--- src/rtl/ps2_host_cmd.sv ---
// PS/2 host-to-device command sequencer: inhibit, send frame, check line-ack,
// receive the response byte and resend the command on 8'hFE.
module ps2_host_cmd #(
    parameter int          INHIBIT = 400,
    parameter logic [15:0] TIMEOUT = 16'hFFFF,
    parameter int          RETRIES = 2
) (
    input  logic       clock,
    input  logic       reset,
    input  logic       ce,
    input  logic [1:0] ps2,
    output logic       ps2c_oe,
    output logic       ps2d_oe,
    input  logic [7:0] cmd,
    input  logic       cmd_valid,
    output logic       cmd_ready,
    output logic       busy,
    output logic [7:0] resp,
    output logic       done,
    output logic       err
);

    typedef enum logic [2:0] {
        S_IDLE, S_INHIBIT, S_START, S_TX, S_LACK, S_RX, S_ERROR
    } state_t;

    // Inhibit loads INHIBIT-2 so ps2c_oe is held for exactly INHIBIT ce ticks.
    localparam logic [15:0] INH_LOAD  = 16'(INHIBIT - 2);
    localparam logic [15:0] TMO_LOAD  = TIMEOUT - 16'd1;
    localparam logic [3:0]  RETRY_MAX = 4'(RETRIES);

    state_t      state_q, state_d;
    logic [7:0]  flt_q, flt_d;
    logic        lvl_q, lvl_d;
    logic        fall_q, fall_d;
    logic        dat_q, dat_d;
    logic [7:0]  cmd_q, cmd_d;
    logic        par_q, par_d;
    logic [3:0]  retry_q, retry_d;
    logic [3:0]  cnt_q, cnt_d;
    logic [7:0]  sh_q, sh_d;
    logic        rpar_q, rpar_d;
    logic [15:0] tmr_q, tmr_d;
    logic        ps2c_oe_q, ps2c_oe_d;
    logic        ps2d_oe_q, ps2d_oe_d;
    logic [7:0]  resp_q, resp_d;
    logic        done_q, done_d;
    logic        err_q, err_d;
    logic        timed;

    assign timed = (state_q == S_START) || (state_q == S_TX) ||
                   (state_q == S_LACK)  || (state_q == S_RX);

    always_comb begin
        state_d   = state_q;
        flt_d     = flt_q;
        lvl_d     = lvl_q;
        fall_d    = fall_q;
        dat_d     = dat_q;
        cmd_d     = cmd_q;
        par_d     = par_q;
        retry_d   = retry_q;
        cnt_d     = cnt_q;
        sh_d      = sh_q;
        rpar_d    = rpar_q;
        tmr_d     = tmr_q;
        ps2c_oe_d = ps2c_oe_q;
        ps2d_oe_d = ps2d_oe_q;
        resp_d    = resp_q;
        done_d    = done_q;
        err_d     = err_q;
        if (ce) begin
            flt_d  = {flt_q[6:0], ps2[0]};
            dat_d  = ps2[1];
            fall_d = 1'b0;
            done_d = 1'b0;
            err_d  = 1'b0;
            if (flt_q == 8'hFF) begin
                lvl_d = 1'b1;
            end else if (flt_q == 8'h00) begin
                lvl_d  = 1'b0;
                fall_d = lvl_q;
            end
            if (timed) tmr_d = fall_q ? TMO_LOAD : tmr_q - 16'd1;
            case (state_q)
                S_IDLE: if (cmd_valid) begin
                    cmd_d     = cmd;
                    par_d     = ~^cmd;
                    retry_d   = 4'd0;
                    ps2c_oe_d = 1'b1;
                    tmr_d     = INH_LOAD;
                    state_d   = S_INHIBIT;
                end
                S_INHIBIT: if (tmr_q == 16'd0) begin
                    ps2d_oe_d = 1'b1;
                    tmr_d     = TMO_LOAD;
                    state_d   = S_START;
                end else begin
                    tmr_d = tmr_q - 16'd1;
                end
                S_START: begin
                    ps2c_oe_d = 1'b0;
                    ps2d_oe_d = 1'b1;
                    cnt_d     = 4'd0;
                    tmr_d     = TMO_LOAD;
                    state_d   = S_TX;
                end
                S_TX: if (fall_q) begin
                    cnt_d = cnt_q + 4'd1;
                    if (cnt_q < 4'd8) begin
                        ps2d_oe_d = ~cmd_q[cnt_q[2:0]];
                    end else if (cnt_q == 4'd8) begin
                        ps2d_oe_d = ~par_q;
                    end else begin
                        ps2d_oe_d = 1'b0;
                        cnt_d     = 4'd0;
                        state_d   = S_LACK;
                    end
                end
                S_LACK: if (fall_q) begin
                    cnt_d   = 4'd0;
                    state_d = dat_q ? S_ERROR : S_RX;
                end
                S_RX: if (fall_q) begin
                    cnt_d = cnt_q + 4'd1;
                    if (cnt_q == 4'd0) begin
                        if (dat_q) state_d = S_ERROR;
                    end else if (cnt_q <= 4'd8) begin
                        sh_d = {dat_q, sh_q[7:1]};
                    end else if (cnt_q == 4'd9) begin
                        rpar_d = dat_q;
                    end else if (!dat_q || !(^{sh_q, rpar_q})) begin
                        state_d = S_ERROR;
                    end else begin
                        resp_d = sh_q;
                        if (sh_q != 8'hFE) begin
                            done_d  = 1'b1;
                            state_d = S_IDLE;
                        end else if (retry_q < RETRY_MAX) begin
                            retry_d   = retry_q + 4'd1;
                            ps2c_oe_d = 1'b1;
                            tmr_d     = INH_LOAD;
                            state_d   = S_INHIBIT;
                        end else begin
                            state_d = S_ERROR;
                        end
                    end
                end
                S_ERROR: begin
                    err_d   = 1'b1;
                    state_d = S_IDLE;
                end
                default: state_d = S_IDLE;
            endcase
            if (timed && !fall_q && tmr_q == 16'd0) state_d = S_ERROR;
            if (state_d == S_ERROR) begin
                ps2c_oe_d = 1'b0;
                ps2d_oe_d = 1'b0;
            end
        end
    end

    always_ff @(posedge clock or negedge reset) begin
        if (!reset) begin
            state_q   <= S_IDLE;
            flt_q     <= 8'hFF;
            lvl_q     <= 1'b1;
            fall_q    <= 1'b0;
            dat_q     <= 1'b1;
            cmd_q     <= 8'h00;
            par_q     <= 1'b0;
            retry_q   <= 4'd0;
            cnt_q     <= 4'd0;
            sh_q      <= 8'h00;
            rpar_q    <= 1'b0;
            tmr_q     <= 16'd0;
            ps2c_oe_q <= 1'b0;
            ps2d_oe_q <= 1'b0;
            resp_q    <= 8'h00;
            done_q    <= 1'b0;
            err_q     <= 1'b0;
        end else begin
            state_q   <= state_d;
            flt_q     <= flt_d;
            lvl_q     <= lvl_d;
            fall_q    <= fall_d;
            dat_q     <= dat_d;
            cmd_q     <= cmd_d;
            par_q     <= par_d;
            retry_q   <= retry_d;
            cnt_q     <= cnt_d;
            sh_q      <= sh_d;
            rpar_q    <= rpar_d;
            tmr_q     <= tmr_d;
            ps2c_oe_q <= ps2c_oe_d;
            ps2d_oe_q <= ps2d_oe_d;
            resp_q    <= resp_d;
            done_q    <= done_d;
            err_q     <= err_d;
        end
    end

    assign ps2c_oe   = ps2c_oe_q;
    assign ps2d_oe   = ps2d_oe_q;
    assign cmd_ready = (state_q == S_IDLE);
    assign busy      = (state_q != S_IDLE);
    assign resp      = resp_q;
    assign done      = done_q;
    assign err       = err_q;

endmodule

--- config.mk ---
export PLATFORM = sky130hd
export DESIGN_NAME = ps2_host_cmd
export DESIGN_NICKNAME = d
export VERILOG_FILES = /design/src/rtl/ps2_host_cmd.sv
export SDC_FILE = /design/constraint.sdc
export NUM_CORES = 1
export LEC_CHECK = 0
export BUFFER_PORTS_ARGS = -buffer_cell sky130_fd_sc_hd__buf_2
export CORE_ASPECT_RATIO = 1.4
export CORE_MARGIN = 8
export CORE_UTILIZATION = 23
export CTS_BUF_LIST = sky130_fd_sc_hd__clkbuf_4 sky130_fd_sc_hd__clkbuf_8
export DETAILED_ROUTE_END_ITERATION = 6
export GPL_TIMING_DRIVEN = 0
export PLACE_DENSITY = 0.41
export SYNTH_ARGS = -nofsm -noshare
export SYNTH_HDL_FRONTEND = slang
export SYNTH_SLANG_ARGS = --single-unit
--- constraint.sdc ---
create_clock -name clock -period 2.9 [get_ports clock]
set_input_delay 0.435 -clock clock [delete_from_list [all_inputs] [get_ports clock]]
set_output_delay 0.435 -clock clock [all_outputs]
set_load 0.02 [all_outputs]
==> impl_metrics.py <==
metrics = {
    "sta": {
        "relSlewSlack": 0.406,
        "max_freq_mhz": 376,
        "post-route-period-util": 0.917,
        "finalSetupViolCount": 0,
        "finClkSkew_ns": 0.00971,
        "finalHoldViolCount": 0,
        "rsz0062_at_grt": "false",
        "drv_slew": 0,
        "worst_pin_slew_ns": 0.891,
        "period_minus_slack_ns": 2.66,
        "worst_slack_ns": 0.240,
    },
    "logic_synthesis": {
        "yosys.area_share.adder": 0.0199,
        "ys_types": 61,
        "yosys.area_share.xor_xnor": 0.0543,
        "synth_warnings": 0,
        "synth_compound_area_frac": 0.171,
        "yosysSeqAreaShare": 0.400,
        "synthSimpleGateAreaFrac": 0.191,
        "syn_area_sq_um": 4280,
        "synth_edf_count": 0,
        "syn_nets": 494,
        "synth-seq-cells": 68,
        "ys.flop_type": "dfrtp_1",
        "async_flop_share": 1.00,
        "synth_top_family_by_area": "simple AND/OR/NAND/NOR gates",
        "synth.area.mux_share": 0.117,
        "syn_area_per_cell_sq_um": 9.04,
        "synth_cells": 474,
    },
    "setup_path": {
        "crit_chain": "clkbuf_1 > nor4_1 > nand4_1 > o221ai_2 > a221oi_1 > nor2_1",
        "cp_top_family": "simple AND/OR/NAND/NOR gates",
        "slowest_stage": "o221ai_2",
        "cp_max_fo": 10,
        "endpoint_kind": "register",
        "cp.required_ns": 3.19,
        "path_buf_inv": 1,
        "cp-start-kind": "register",
        "worstPathArrival_ns": 2.95,
        "crit_path_max_incr_delay_ns": 0.74,
        "critPathKind": "register to register",
    },
    "placement": {
        "io_buffers": 27,
        "dp_hpwl_microns": 8820,
        "gp_congestion": 0.843,
        "pre_cts_ws_ns": -0.184,
        "place_area_sq_um": 4730,
    },
    "layout": {
        "drive_gt1_frac": 0.205,
        "syn_to_final_growth_pct": 15.5,
        "finish.instance_area_sq_um": 4950,
        "final_util": 0.268,
        "nNetsFinal": 532,
        "diodes": 0,
    },
    "cts": {
        "clockRootBuffer": "clkbuf_8",
        "path_clk_slew_ns": 0.08,
        "cts_max_path_buffers": 2,
        "cts-buffers-inserted": 9,
        "holdBufCountCts": 0,
        "cts_tree": "done",
        "clock_latency_ns": 0.37,
        "htreeDepth": 3,
        "clkSinkCount": 68,
    },
    "outcome": {
        "status": "complete, no violations",
    },
    "power_and_ir_drop": {
        "powerDensity_nw_per_um2": 521,
        "leakagePower_nw": 2.05,
        "p_total_mw": 2.58,
        "vdd_drop_max_uv": 202,
    },
    "die": {
        "num_rows": 59,
        "die_area_sq_um": 23300,
        "core_sq_um": 18500,
        "fp.dieW_microns": 131,
        "start_util": 0.232,
        "ioPinCount": 28,
        "die_h_microns": 177,
    },
    "global_routing": {
        "grt_pass1_vias": 3726,
        "grt_use_total": 0.107,
        "antenna_found_initial": 0,
        "grt_pass1_wl_microns": 19800,
        "grt_max_degree": 69,
        "grt.overflow.total": 0,
    },
    "route": {
        "firstDrtPassIters": 4,
        "drc_errors": 0,
        "ant_nets": 0,
        "wl_per_cell_microns": 15.9,
        "via_per_inst": 4.81,
        "via_count": 3662,
        "wirelength_microns": 12100,
        "drt-initial-drc-count": 169,
    },
    "job": {
        "drv_cap": 0,
    },
    "min_path": {
        "worstHoldPathType": "input port to asynchronous set/reset pin",
    },
}
## where the power goes
part | switching [mW] | internal, mW | leakage (nW) | total (mW)
clock network | 0.383 | 0.445 | 0.106 | 0.828
logic | 0.337 | 0.259 | 1.11 | 0.596
registers | 0.0825 | 1.07 | 0.828 | 1.15
## state kept, by name, indices dropped and copies added (netlist names)
signal   flops
dat_q        1
retry_q      4
ps2c_oe      1
cmd_q        8
lvl_q        1
rpar_q       1
cnt_q        4
done         1
fall_q       1
par_q        1
tmr_q       16
flt_q        8
ps2d_oe      1
resp         8
sh_q         8
state_q      3
err          1
## timing repair
action,4_1_cts,5_1_grt
buffers inserted,0,0
resized for setup,3,1
endpoints found under the setup margin,22,1
## per-layer routing
metal  routed length (microns)  vias up  global-route usage  share of wire
met5                         0        -                   0              0
met4                       282        0              0.0427          0.023
met3                       382       24              0.0255          0.032
met2                      6240       70               0.193           0.52
met1                      5180     1804               0.118           0.43
li1                          -     1764                   -              -
## kinds of logic after synthesis
logic type               after synthesis
AND/OR/NAND/NOR                      170
multiplexers                          43
flip-flops                            68
adder cells (fa/ha/maj)                7
AO/OA/AOI/OAI                        112
XOR/XNOR                              25
buffers and inverters                 49
## final timing paths
check,endpoint,slack [ns],startpoint,cells after the start
max,tmr_q[15],0.24,tmr_q[12],6
max reg2reg,tmr_q[15],0.24,tmr_q[12],6
min,tmr_q[2],0.20,reset,1
min reg2reg,cmd_q[4],0.47,cmd_q[4],2
max in group asynchronous,retry_q[0],2.13,reset,1
min in group clock,cmd_q[6],0.29,cmd[6],3
## metrics by stage
step | hold slack, ns | TNS [ns] | cells
finish | 0.195 | 0 | 761
global route | 0.254 | 0 | 761
CTS | 0.229 | 0 | 761
detailed placement | 0.462 | -1.05 | 745
global placement | 0.460 | -0.686 | 745
floorplan | 0.139 | 0 | 474
## placed cells by master, fill, tap and decap left out, drive strengths merged, types with 9 or more instances in the layout
cell type and n:
nand2 60, dfrtp 58, nor2 50, a21oi 37, clkbuf 37, buf 35, mux2 34, o21ai 22
xnor2 17, inv 15, nand3 12, nor3 11, dfstp 10, nand4 9
## Yosys cell counts (all sizes together) (3+ instances only)
cell,instances,share of area
nand2,60,0.053
dfrtp,58,0.34
nor2,50,0.044
a21oi,37,0.043
mux2,34,0.090
clkbuf,26,0.023
o21ai,22,0.026
xnor2,17,0.035
inv,15,0.013
nand3,12,0.017
nor3,11,0.015
dfstp,10,0.061
nand4,9,0.013
buf,8,0.0099
o221ai,8,0.018
mux2i,7,0.016
xor2,7,0.014
a221oi,6,0.012
ha,6,0.018
a31oi,5,0.0073
nor2b,5,0.0073
nor4,5,0.011
nand2b,4,0.0058
nor3b,4,0.0070
o21a,4,0.0070
o22ai,4,0.0058
a21o,3,0.0053
a22o,3,0.0061
o31ai,3,0.0053
## layout make-up
class	count	area, sq um
buffer	34	143
clock buffer	11	151
clock inverter	5	60.1
fill	2053	13500
inverter	15	56.3
multi-input combinational	357	2380
sequential	68	1710
tap	244	305
timing repair buffer	27	138
No activity file was read; power rests on OpenSTA's default activity.
